### src/rtl/tick_bank_pkg.sv
// Shared types and helpers for the tick_bank multi-channel tick generator.
package tick_bank_pkg;

  typedef enum logic {
    IDLE = 1'b0,
    RUN  = 1'b1
  } ch_state_t;

  // Selector width, never narrower than one bit so a single-channel bank still has a port.
  function automatic int sel_width(input int channels);
    return (channels <= 1) ? 1 : $clog2(channels);
  endfunction

endpackage

### src/rtl/tick_channel.sv
// One tick slice: programmable top value, periodic or one-shot, registered tick/busy.
//
//   state | meaning
//   IDLE  | counter held at 0, no ticks, busy low
//   RUN   | counting 0..top, tick on the cycle after counter reaches top
module tick_channel
  import tick_bank_pkg::*;
#(
  parameter int               WIDTH         = 16,
  parameter logic [WIDTH-1:0] DEFAULT_TOP   = WIDTH'(12000),
  parameter bit               RESET_RUN_BIT = 1'b0
) (
  input  logic             clk,
  input  logic             reset,
  input  logic             load,
  input  logic [WIDTH-1:0] load_top,
  input  logic             load_enable,
  input  logic             load_oneshot,
  input  logic             restart,
  output logic             tick,
  output logic             busy
);

  ch_state_t        state;
  logic [WIDTH-1:0] count;
  logic [WIDTH-1:0] top;
  logic             oneshot;

  always_ff @(posedge clk) begin
    if (reset) begin
      top     <= DEFAULT_TOP;
      count   <= '0;
      oneshot <= 1'b0;
      state   <= RESET_RUN_BIT ? RUN : IDLE;
      tick    <= 1'b0;
      busy    <= RESET_RUN_BIT;
    end else if (load) begin
      // A write wins over an expiry on the same edge, so no tick escapes.
      top     <= load_top;
      oneshot <= load_oneshot;
      count   <= '0;
      tick    <= 1'b0;
      state   <= load_enable ? RUN : IDLE;
      busy    <= load_enable;
    end else if (restart && (state == RUN)) begin
      count <= '0;
      tick  <= 1'b0;
    end else begin
      case (state)
        IDLE: begin
          count <= '0;
          tick  <= 1'b0;
          busy  <= 1'b0;
        end
        RUN: begin
          if (count == top) begin
            count <= '0;
            tick  <= 1'b1;
            if (oneshot) begin
              state <= IDLE;
              busy  <= 1'b0;
            end
          end else begin
            count <= count + WIDTH'(1);
            tick  <= 1'b0;
          end
        end
        default: begin
          state <= IDLE;
          count <= '0;
          tick  <= 1'b0;
          busy  <= 1'b0;
        end
      endcase
    end
  end

endmodule

### src/rtl/tick_bank.sv
// Bank of independent tick channels sharing one config port and a global phase restart.
module tick_bank
  import tick_bank_pkg::*;
#(
  parameter int                  CHANNELS    = 4,
  parameter int                  WIDTH       = 16,
  parameter int unsigned         DEFAULT_TOP = 12000,
  parameter logic [CHANNELS-1:0] RESET_RUN   = CHANNELS'(1),
  localparam int                 SELW        = sel_width(CHANNELS)
) (
  input  logic                clk,
  input  logic                reset,
  input  logic                cfg_we,
  input  logic [SELW-1:0]     cfg_sel,
  input  logic [WIDTH-1:0]    cfg_top,
  input  logic                cfg_enable,
  input  logic                cfg_oneshot,
  input  logic                sync_restart,
  output logic [CHANNELS-1:0] tick,
  output logic [CHANNELS-1:0] busy
);

  // Out-of-range selectors match no channel index, so such writes fall on the floor.
  for (genvar i = 0; i < CHANNELS; i++) begin : g_ch
    logic load;
    assign load = cfg_we && (cfg_sel == SELW'(i));

    tick_channel #(
      .WIDTH         (WIDTH),
      .DEFAULT_TOP   (WIDTH'(DEFAULT_TOP)),
      .RESET_RUN_BIT (RESET_RUN[i])
    ) u_ch (
      .clk          (clk),
      .reset        (reset),
      .load         (load),
      .load_top     (cfg_top),
      .load_enable  (cfg_enable),
      .load_oneshot (cfg_oneshot),
      .restart      (sync_restart),
      .tick         (tick[i]),
      .busy         (busy[i])
    );
  end

endmodule

### config.mk
export PLATFORM = sky130hd
export DESIGN_NAME = tick_bank
export DESIGN_NICKNAME = d
export VERILOG_FILES = /design/src/rtl/tick_bank_pkg.sv /design/src/rtl/tick_channel.sv /design/src/rtl/tick_bank.sv
export SDC_FILE = /design/constraint.sdc
export NUM_CORES = 1
export LEC_CHECK = 0
export ABC_CLOCK_PERIOD_IN_PS = 1350
export CAP_MARGIN = 20
export CORE_ASPECT_RATIO = 0.75
export CORE_MARGIN = 2
export CORE_UTILIZATION = 37
export DETAILED_ROUTE_END_ITERATION = 7
export PLACE_DENSITY = 0.51
export SLEW_MARGIN = 15
export SYNTH_ARGS = -nofsm -noshare
export SYNTH_HDL_FRONTEND = slang
export SYNTH_SLANG_ARGS = --single-unit
### constraint.sdc
create_clock -name clk -period 1.35 [get_ports clk]
set_input_delay 0.27 -clock clk [delete_from_list [all_inputs] [get_ports clk]]
set_output_delay 0.27 -clock clk [all_outputs]
set_load 0.05 [all_outputs]
# After elaboration in Yosys (flattened, before gate mapping)
# Index checks and enable logic that the tools add are counted.
[op_classes] addsub=4 eq_ne=19 mux=57 n_bitwise=4 n_reduce_logical=17
[op_table] cell="$pmux 16 s2" count=4
[op_table] cell="$add 16x1->16 const B" count=4
[op_table] cell="$eq 16x16->1" count=4
[op_table] cell="$mux 16" count=4
[op_table] cell="$mux 1" count=41
[op_table] cell="$ne 3x3->1 const B" count=8
[op_table] cell="$pmux 1 s2" count=8
[op_table] cell="$reduce_and 3->1" count=4
[op_table] cell="$reduce_or 3->1" count=4
[op_table] cell="$logic_and 1x1->1" count=8
[op_table] cell="$ne 2x2->1 const B" count=4
[op_table] cell="$eq 2x2->1 const B" count=2
[op_table] cell="$not 1->1" count=4
[op_table] cell="$eq 2x1->1 const B" count=1
[op_table] cell="$logic_not 2->1" count=1
[totals] regBits=144 in_bits=24 out_inout_bits=8

# Logic depth before layout (Yosys ltp)
# Gate-level depths: netlist (run 1).
[depth] ltp_word=5 mapped_depth=8

# Cells and area by module
# Synthesis (run 1) repeated with hierarchy kept, for this count alone.
[hier_totals] cells_unflattened=645 area_unflattened_um2=6336.1
[modules_own_cells] module="tick_channel at g_ch[1].u_ch ..." instances=2 cells_each=158 area_per_inst_um2=1551.5
[modules_own_cells] module="tick_channel at g_ch[0].u_ch" instances=1 cells_each=164 area_per_inst_um2=1647.8
[modules_own_cells] module="tick_channel at g_ch[3].u_ch" instances=1 cells_each=161 area_per_inst_um2=1547.7
[modules_own_cells] module="tick_bank" instances=1 cells_each=4 area_per_inst_um2=37.5

# Least setup slack after synthesis (run 1)
# Ideal clock, no wire load.
[synth_path] path_type="register -> register" from="register g_ch[0].u_ch.count[3]" to="register g_ch[0].u_ch.count[8]" arrival_time_ns=1.312 required_ns=1.235 setup_slack_ns=-0.076 stages_incl_launch_ff=8 synth_period_minus_slack_ns=1.426 path_cell_list="dfxtp_1 > buf_6 > xor2_1 > nor4_1 > nand4_1 > nand4_2 > buf_6 > nor2_1"
[synth_via] elab_chain_cells=3
[synth_lines] element="from (decl)" line_no="tick_channel.sv:25" source="logic [WIDTH-1:0] count;"
[synth_lines] element="from (signal assigned)" line_no="tick_channel.sv:64" source="count <= count + WIDTH'(1);"
[synth_lines] element="$add 16x1->16 or $eq 16x16->1 (tied branches)" line_no="tick_channel.sv:64, tick_channel.sv:56"
[synth_lines] element="$mux 16 (*)" line_no="tick_channel.sv:56" source="if (count == top) begin"
[synth_lines] element="$pmux 16 s2 (*)" line_no="tick_channel.sv:49" source="case (state)"
# Every way passes the cells marked *; elsewhere a longest branch is shown, timed or not.
# A chain may end at the register's enable or synchronous reset.

# Worst setup path after layout (run 1)
[layout_path] from="register g_ch[2].u_ch.top[5]" to="register g_ch[2].u_ch.busy"
[layout_via] elab_chain_cells=3
[layout_lines] element="from (decl)" line_no="tick_channel.sv:26" source="logic [WIDTH-1:0] top;"
[layout_lines] element="from (signal assigned)" line_no="tick_channel.sv:39" source="top <= load_top;"
[layout_lines] element="$eq 16x16->1" line_no="tick_channel.sv:56"
[layout_lines] element="$ne 3x3->1 (no source line)"
[layout_lines] element="$reduce_and 3->1 (no source line)"
[layout_lines] element="to (signal assigned)" line_no="tick_channel.sv:44" source="busy <= load_enable;"
[layout_lines] element="to (decl)" line_no="tick_channel.sv:21" source="output logic busy"
# Every way passes these cells.

==> impl_results.md, run 1 <==
* Die width at 155.1 um
* Starting Density at 0.3776
* Crit share post-route at 1.218
* # DRC at 0
* Post-Synth XOR/XNOR Area at 0.1659
* Clock transition at the registers of the reported paths at 0.06 ns
* Vias at between 5000 and 6000
* Final setup vio count at 76
* M1 WL at 8.337 mm
* WL final at approximately 17 mm
* Slew @ Worst Pin at 0.4243 ns
* Nets at about 890
* Crit path launch: g_ch[2].u_ch.top[5]
* Most common cell in the netlist: nand2_1
* DRT antenna net count at 0
* Area Overhead vs Synth at 40.43%
* Synth Flop Type: dfxtp_1
* Share of power burned in registers at 0.428
* CP endpoint kind: flip-flop
* Slew Limit Fails at 0
* Outcome: finished with violations
* First-pass GRT wire length at 26.71 mm
* Met2 WL at 7.556 mm
* Maximum VDD drop at ~0.86 mV
* Min cycle time layout at 1.644 ns
* Share of cells above drive strength 1 at 0.2862
* Diodes inserted at 0
* Critical path data arrival time at 1.95 ns
* Met3 WL at 589 um
* Cell Area, Synth at 0.006335 mm^2
* Most frequent cells after synthesis: 159 x nand2_1, 144 x dfxtp_1, 96 x xor2_1
* Post-Synthesis Cells at 735
* Hold Crit Start: reset
* Max_slew headroom at 0.7162
* Largest area contributor in the netlist: dfxtp_1
* Seq/Total Area, Yosys at 0.4551
* Leak at 3.596 nW
* Post-synthesis adder-cell area fraction at 0.007900
* H-tree levels at 4
* # IOs at 32
* Cell total after placement at 1050
* Max Used Layer: met4
* Row cnt at 41
* Asr flop ratio synth at 0
* PwrDens at 1160 mW/mm^2
* Antenna violations before repair at 0
* Ys Warns at 0
* Critical path cell sequence: xor2_1 > nor4_2 > buf_4 > nand4_1 > buf_6 > nor4b_4 > nor2_1
* Top-area cell type share of the netlist area at 0.4551
* Worst Path Max Fanout at 3
* Compound-gate portion of the synthesized area at 0.03871
* Core Area at 0.01677 mm^2
* Setup crit start kind: flip-flop
* Number of CTS-inserted buffers at 17
* Multiplexer area fraction after synthesis at 0
* Die height at around 120 um
* Part of the power in the clock network at 0.511
* Hold WC Path Type: input pin to flip-flop
* Clock Sinks at between 100 and 150
* Worst r2r src: g_ch[2].u_ch.top[5]
* CTS max path bufs at 2
* Post-DR vias/cell at 4.860
* Cts hold-fix bufs at 0
* R2R depth at 7
* Fill cell count at 1544
* Worst Hold End: g_ch[0].u_ch.oneshot
* Fin. Hold Viols at 0
* Number of flops mapped to enable cells by yosys at 0
* DR pass1 iterations at 5
* DR iter-0 viols at 348
* CP max-delay cell: dfxtp_2
* Combinational Power Share at 0.061
* Post-Route Skew at 0.008477 ns
* # port buffers at 31
* Largest net degree at the start of global routing at 74
* Vias in the first global route at 5234
* Switching power share of the total at 0.2165
* Seq cells post-synth at 144
* Root buffer cell: clkbuf_16
* Total track usage at 0.1885
* Critical path required time at 1.65 ns
* CTS tree: yes
* RSZ-0062 raised after global routing: true
* Syn avg cell area at around 8.6 um^2
* Final WS setup at -0.2936 ns
* Main combinational cell family by area after synthesis: simple AND/OR/NAND/NOR gates
* RePlAce Congestion at a little under 0.8
* Syn Nets at 763
* Detailed-placement wirelength estimate at 11.50 mm
* DR WL/cell at 15.27 um
* Hold Crit Depth at 3
* Post-synth cell types at 35
* R2R setup slack at -0.29 ns
* Fin util at 0.5303
* Reg2reg end: g_ch[2].u_ch.busy
* Die area at 0.01820 mm^2
* NetSw at 2.235 mW
* CP peak stage delay at 0.32 ns
* Max frequency at about 0.61 GHz
* MaxCap Viol Count at 0
* Failing checks: negative setup slack
* Synth Area in Simple Gates at 0.2854
* Count of non-filler cells in the finished layout at 1092
* Internal at 8.087 mW
* Top cells by area, synth: dfxtp_1 46%, xor2_1 13%, nand2_1 9.4%, nor2_1 4.8%, nand3b_1 3.6%
* WS Path Type: flip-flop to flip-flop
* Worst-Skew Late Latency at ~0.42 ns
* Grt ovf at 0
worst max-delay path by stage:
stage                     cells after the start  slack (ns)                endpoint
after floorplan                               7       -0.04  g_ch[1].u_ch.count[11]
after global placement                        5       -0.45      g_ch[0].u_ch.state
after detailed placement                      5       -0.51      g_ch[0].u_ch.state
after CTS                                     6       -0.39      g_ch[1].u_ch.state
after global routing                          7       -0.45       g_ch[2].u_ch.busy
final                                         7       -0.29       g_ch[2].u_ch.busy
per-layer routing:
layer	track usage	up-vias
li1	-	2650
met1	0.2692	2547
met2	0.2892	94
met3	0.03695	16
met4	0.05208	0
met5	0	-
layout by cell type, fill, tap and decap left out, types with 10 or more instances in the layout:
cell	count
nand4_1	10
nor2_1	48
nand2_1	159
xnor2_1	24
clkbuf_16	19
nand3b_1	30
dfxtp_2	22
xor2_1	90
buf_12	15
clkdlybuf4s50_1	19
a21oi_1	44
nand3_1	28
nor2_4	22
nor2_2	13
and3_1	10
buf_4	101
dfxtp_1	122
stage by stage:
stage | setup slack [ns] | instance area (um^2) | total power, mW | TNS (ns) | hold slack (ns)
finish | -0.2936 | 8896 | 10.32 | -16.35 | 0.3452
detailed placement | -0.5115 | 7645 | 5.056 | -55.29 | 0.4497
CTS | -0.3853 | 8516 | 10.35 | -20.22 | 0.3478
global placement | -0.4524 | 7645 | 5.043 | -48.81 | 0.4410
floorplan | -0.04087 | 6360 | 4.783 | -0.9769 | 0.3474
global route | -0.4496 | 8896 | 10.66 | -25.18 | 0.3653
timing repair:
item	4_1_cts	5_1_grt
gates resized for setup	31	88
pin swaps	17	30
setup endpoints to repair	97	127
cloned	2	1
setup buffers	8	3
endpoints found under the hold margin	0	0
cell type report:
type	instances	area, um^2	share of cell area
Inverter	5	18.77	0.002110
Clock inverter	11	182.7	0.02053
Multi-Input combinational cell	545	3565	0.4007
Clock buffer	21	480.5	0.05401
Sequential cell	144	2910	0.3271
Tap cell	215	269.0	0.03024
Timing Repair Buffer	151	1470	0.1653
sequential cells by signal, summed over array words and instances (netlist names):
register	cells
g_ch.u_ch.tick	4
g_ch.u_ch.oneshot	4
g_ch.u_ch.busy	4
g_ch.u_ch.count	64
g_ch.u_ch.top	64
g_ch.u_ch.state	4
power by group through the flow:
stage                     Clock, mW  Combinational, mW  Sequential (mW)
after floorplan                   0              0.297             4.49
after global placement            0              0.538             4.51
after detailed placement          0              0.549             4.51
after CTS                      5.35              0.586             4.42
after global routing           5.54              0.683             4.43
final                          5.28              0.628             4.42
critical path: cells and delay by family, from the launching register on:
family | cells | cell delay (ns)
buffers and inverters | 2 | 0.32
and+or+nand+nor | 4 | 0.72
DFF | 1 | 0.32
xor gates and xnor gates | 1 | 0.16
kinds of logic (layout without fill, tap and decap cells):
group,Yosys count,count (layout)
AND/OR/NAND/NOR,372,372
adder cells (fa/ha/maj),4,4
AO/OA/AOI/OAI,49,49
XOR/XNOR,120,120
flip-flops,144,144
buffers and inverters,46,188
No activity file was read; power rests on OpenSTA's default activity.
==> inputs of run 2 (changes only) <==
- ABC_CLOCK_PERIOD_IN_PS: 1350 -> unset
- CELL_PAD_IN_SITES_DETAIL_PLACEMENT: unset -> 0
- CELL_PAD_IN_SITES_GLOBAL_PLACEMENT: unset -> 1
- PLACE_DENSITY: 0.51 -> 0.65
==> impl_results.md, run 2 (synthesis gave the netlist of run 1 again) <==
* DR pass1 iterations at 4
* Die width at 155.1 um
* WS Path Type: flip-flop to flip-flop
* Fin. Hold Viols at 0
* RSZ-0062 raised after global routing: true
* First-pass GRT wire length at 26.16 mm
* Antenna violations before repair at 0
* Final WS setup at -0.3327 ns
* Commonest non-fill, non-tap cell in the layout: nand2_1
* Worst-Skew Late Latency at between 0.4 and 0.5 ns
* WL final at approximately 17 mm
* Hold WC Path Type: input pin to flip-flop
* Number of CTS-inserted buffers at 17
* Clock Sinks at 144
* Share of cells above drive strength 1 at 0.2797
* DR iter-0 viols at roughly 370
* CTS tree: yes
* PwrDens at 1097 mW/mm^2
* H-tree levels at 4
* Hold_ws at about 0.35 ns
* Largest regs: g_ch.u_ch.count x64, g_ch.u_ch.top x64
* Die height at 117.3 um
* Final setup vio count at 76
* CTS max path bufs at 2
* Critical path cell sequence: xor2_1 > nor4_2 > nand4_1 > buf_4 > nor4b_4 > nor2b_1
* Slew Limit Fails at 0
* # DRC at 0
* # port buffers at 31
* Delay-heaviest family, CP: simple AND/OR/NAND/NOR gates
* Met3 WL at 956 um
* Slew @ Worst Pin at 0.3752 ns
* Crit share post-route at 1.246
* Outcome: finished with violations
* Detailed-placement wirelength estimate at 11.47 mm
* Min cycle time layout at ~1.7 ns
* Area Overhead vs Synth at 39.01%
* Grt ovf at 0
* DP Worst Slack at -0.5070 ns
* CP max-delay cell: nor4_2
* CP peak stage delay at 0.36 ns
* Vias in the first global route at 5134
* DRT antenna net count at 0
* Max frequency at 0.5943 GHz
* Max_slew headroom at 0.7491
* Maximum VDD drop at 0.5061 mV
* Largest net degree at the start of global routing at 74
* Die area at around 0.018 mm^2
* Max Used Layer: met4
* Clock transition at the registers of the reported paths at about 0.06 ns
* Fill cell count at roughly 1500
* Post-Route Skew at 0.01105 ns
* Row cnt at 41
* Failing checks: negative setup slack
* Starting Density at 0.3776
* Worst Path Max Fanout at 2
* Core Area at about 0.017 mm^2
* # IOs at 32
* DR WL/cell at 15.23 um
* Nets at 892
* Root buffer cell: clkbuf_16
* Critical path data arrival time at 1.99 ns
* RePlAce Congestion at 0.7554
* Post-DR vias/cell at 4.763
* R2R setup slack at -0.33 ns
* Commonest non-fill, non-tap cells in the layout: 159 x nand2_1, 124 x dfxtp_1, 99 x buf_4, 92 x xor2_1, 44 x a21oi_1
* Vias at around 5200
* Met2 WL at 7.455 mm
* Total track usage at 0.1850
* CP endpoint kind: flip-flop
* Critical path required time at 1.66 ns
* MaxCap Viol Count at 0
* Leak at 3.502 nW
* Diodes inserted at 0
* Setup crit start kind: flip-flop
* WP buf/inv at 1
* M1 WL at 8.043 mm
* Cts hold-fix bufs at 0
-- run 2: cell count changes in the layout (fill, tap and decap cells not counted), moves of 3 or more --
cell | previous run | this run
nor2_2 | 13 | 17
nor2_4 | 22 | 28
clkinv_2 | 5 | 2
nor2_1 | 48 | 38
bufinv_16 | 5 | 2
nor4_2 | 9 | 5
dlymetal6s2s_1 | 3 | 0
clkbuf_1 | 0 | 5
nor4_1 | 6 | 11
-- run 2: layout make-up --
cell class / count / area, um^2 / area share
clock inverter: 5 / 77.57 / 0.008809
timing repair buffer: 151 / 1485 / 0.1687
multi-input combinational: 545 / 3548 / 0.4030
sequential: 144 / 2908 / 0.3302
tap: 215 / 269.0 / 0.03055
clock buffer: 26 / 499.2 / 0.05669
inverter: 5 / 18.77 / 0.002131
-- run 2: report_power, final --
| group | switching [mW] | internal [mW] |
|---|---|---|
| Clock | 1.73 | 2.90 |
| Sequential | 0.0690 | 4.35 |
| Combinational | 0.338 | 0.272 |
-- run 2: worst min-delay path, stage by stage --
cell and delay, ns:
buf_2 0.12, buf_12 0.19, a21oi_1 0.13
-- run 2: path summary, 6_finish.rpt --
| path | from | to | cells past startpoint |
|---|---|---|---|
| worst min register to register | g_ch[1].u_ch.top[0] | g_ch[1].u_ch.top[0] | 2 |
| worst max-delay path | g_ch[3].u_ch.top[11] | g_ch[3].u_ch.state | 6 |
| worst max register to register | g_ch[3].u_ch.top[11] | g_ch[3].u_ch.state | 6 |
| worst min-delay path | reset | g_ch[3].u_ch.oneshot | 3 |
-- run 2: through the flow --
step           TNS [ns]  utilization  instances  area [um^2]  total power, mW
2_1_floorplan   -0.9769            -        735         6360            4.783
3_3_place_gp     -50.16       0.4581       1052         7685            5.046
3_5_place_dp     -56.84       0.4581       1052         7685            5.061
4_1_cts          -21.64       0.5073       1088         8509            9.740
5_1_grt          -27.63       0.5250       1091         8806            9.990
6_report         -20.80       0.5250       1091         8806            9.664
-- run 2: metal layers --
| layer | vias to the layer above | GRT usage |
|---|---|---|
| li1 | 2659 | - |
| met1 | 2429 | 0.2585 |
| met2 | 91 | 0.2831 |
| met3 | 17 | 0.04508 |
| met4 | 0 | 0.05382 |
| met5 | - | 0 |
-- run 2: timing repair --
action / 4_1_cts / 5_1_grt
pin swaps: 30 / 25
hold endpoints to repair: 0 / 0
setup endpoints to repair: 93 / 114
buffers inserted: 5 / 3
gates resized for setup: 47 / 72
cloned: 2 / 1
==> inputs of run 3 (changes only) <==
- ABC_AREA: unset -> 1
- PLACE_DENSITY: 0.65 -> 0.68
==> impl_results.md, run 3 <==
* Fill cell count at 1678
* Post-Route Skew at about 0.012 ns
* DR pass1 iterations at 4
* Hold WC Path Type: flip-flop to flip-flop
* Top-area cell type share of the netlist area at 0.4262
* PwrDens at 918.3 mW/mm^2
* # IOs at 32
* NetSw at approximately 2.4 mW
* Clock transition at the registers of the reported paths at roughly 0.06 ns
* CTS max path bufs at 2
* Post-Synthesis Cells at 976
* Design Area, Final at 0.01060 mm^2
* Slew Limit Fails at 0
* Die area at 0.01939 mm^2
* Commonest non-fill, non-tap cells in the layout: 236 x nand2_1, 202 x buf_4, 123 x inv_1, 103 x dfxtp_1, 76 x nor2_1
* MaxCap Viol Count at 0
* Asr flop ratio synth at 0
* Seq/Total Area, Yosys at 0.4262
* Multi-input logic area at 0.004003 mm^2
* Outcome: finished with violations
* Part of the power in the clock network at 0.457
* Die height at 121.1 um
* Post-DR vias/cell at 4.527
* Syn avg cell area at 6.930 um^2
* Vias in the first global route at 6296
* Number of flops mapped to enable cells by yosys at 0
* Antenna violations before repair at 0
* Nets at 1244
* CTS tree: yes
* DR iter-0 viols at 274
* DR WL/cell at between 10 and 15 um
* Detailed-placement wirelength estimate at 13.74 mm
* Final WS setup at -0.08408 ns
* Cell total after placement at between 1000 and 1500
* Die width at about 160 um
* Commonest non-fill, non-tap cell in the layout: nand2_1
* Clock Sinks at 144
* Fin. Hold Viols at 0
* Leak at 4.455 nW
* Worst Path Max Fanout at 4
* Placed cell area at 0.008949 mm^2
* Setup crit start kind: flip-flop
* Slew @ Worst Pin at 0.3862 ns
* Count of non-filler cells in the finished layout at approximately 1500
* Largest area contributor in the netlist: dfxtp_1
* WL final at 19.54 mm
* WS Path Type: flip-flop to flip-flop
* Critical path data arrival time at roughly 1.8 ns
* Share of cells above drive strength 1 at 0.3876
* Cts hold-fix bufs at 0
* Fin util at 0.5966
* Largest net degree at the start of global routing at 27
* DRT antenna net count at 0
* Ys Warns at 0
* Max_slew headroom at 0.7417
* Hold_ws at 0.4504 ns
* Failing checks: negative setup slack
* Max frequency at 0.6973 GHz
* Root buffer cell: clkbuf_16
* Seq cells post-synth at 144
* Core Area at 0.01776 mm^2
* Switching power share of the total at 0.2437
* Min cycle time layout at 1.434 ns
* Synth Flop Type: dfxtp_1
* Crit share post-route at 1.062
* CP endpoint kind: flip-flop
* Top cells by area, synth: dfxtp_1 43%, nand2_1 14%, inv_1 7.3%, nor2_1 6.9%, a21oi_1 4.4%
* Pwr Total at 9.730 mW
* # port buffers at 31
* Internal at 7.359 mW
* Grt ovf at 0
* RePlAce Congestion at 0.7875
* Row cnt at 42
* Number of CTS-inserted buffers at 17
* RSZ-0062 raised after global routing: true
* H-tree levels at 4
* Vias at 6655
* Share of power burned in registers at 0.455
* # DRC at 0
* First-pass GRT wire length at 31.30 mm
* Post-synth cell types at 33
* Combinational Power Share at 0.088
* Starting Density at 0.3808
* Most common cell in the netlist: nand2_1
* Critical path required time at 1.69 ns
* Total track usage at 0.2064
* Final setup vio count at 63
* Syn Nets at 1004
* Largest regs: g_ch.u_ch.count x64, g_ch.u_ch.top x64
* Maximum VDD drop at between 0.7 and 0.8 mV
* Register area at 0.002959 mm^2
* Area Overhead vs Synth at 56.66%
* Worst-Skew Late Latency at 0.43 ns
* Cell Area, Synth at 0.006764 mm^2
* Most frequent cells after synthesis: 257 x nand2_1, 144 x dfxtp_1, 131 x inv_1
* Diodes inserted at 0
[run 3: path summary, 6_finish.rpt]
kind         cells after the start                      to  slack [ns]             startpoint
max                              9  g_ch[1].u_ch.count[12]       -0.08  g_ch[1].u_ch.count[0]
min                              2    g_ch[1].u_ch.oneshot        0.45   g_ch[1].u_ch.oneshot
max reg2reg                      9  g_ch[1].u_ch.count[12]       -0.08  g_ch[1].u_ch.count[0]
min reg2reg                      2    g_ch[1].u_ch.oneshot        0.45   g_ch[1].u_ch.oneshot
[run 3: through the flow]
step,setup WS (ns),setup TNS [ns]
5_1_grt,-0.1899,-9.711
6_report,-0.08408,-3.126
3_3_place_gp,-0.4357,-34.13
2_1_floorplan,-0.04938,-0.06004
3_5_place_dp,-0.4247,-37.87
4_1_cts,-0.09264,-1.948
[run 3: power by group through the flow]
stage	sequential (mW)	combinational (mW)	clock, mW
2_1_floorplan	4.51	0.373	0
3_3_place_gp	4.53	0.767	0
3_5_place_dp	4.53	0.772	0
4_1_cts	4.43	0.816	4.58
5_1_grt	4.43	0.941	4.74
6_report	4.42	0.856	4.45
[run 3: area by class of cell]
class	instances	share of cell area
inverter	138	0.04912
clock buffer	21	0.04345
multi-input combinational	662	0.3777
clock inverter	10	0.008384
tap	242	0.02857
timing repair buffer	253	0.2135
sequential	144	0.2793
[run 3: worst max-delay path, cell delays in order, from the launching register on]
cell and delay, ns:
dfxtp_2 0.33, ha_2 0.17, nand2_1 0.05, inv_1 0.09
nand2_2 0.06, inv_2 0.08, nand4_1 0.17, nor2_2 0.18
a21oi_2 0.07, nor3_2 0.15
[run 3: timing repair]
item                                    in CTS  in global routing
setup buffers                                7                  6
gates cloned                                 2                  2
endpoints found under the setup margin      76                 83
pin swaps                                   14                 56
gates resized for setup                     88                170
[run 3: logic make-up after synthesis]
logic type,count (synthesis),synth area share
buf+inv,170,0.1043
compound gates,130,0.1025
flops,144,0.4262
simple gates,492,0.3130
fa+ha+maj,4,0.007399
xor+xnor,36,0.04661
[run 3: per-layer routing]
| metal | global-route usage | vias to the layer above | share of wire |
|---|---|---|---|
| met5 | 0 | - | 0 |
| met4 | 0.05349 | 0 | 0.0088 |
| met3 | 0.04204 | 12 | 0.047 |
| met2 | 0.3387 | 78 | 0.46 |
| met1 | 0.2789 | 3023 | 0.48 |
| li1 | - | 3542 | - |
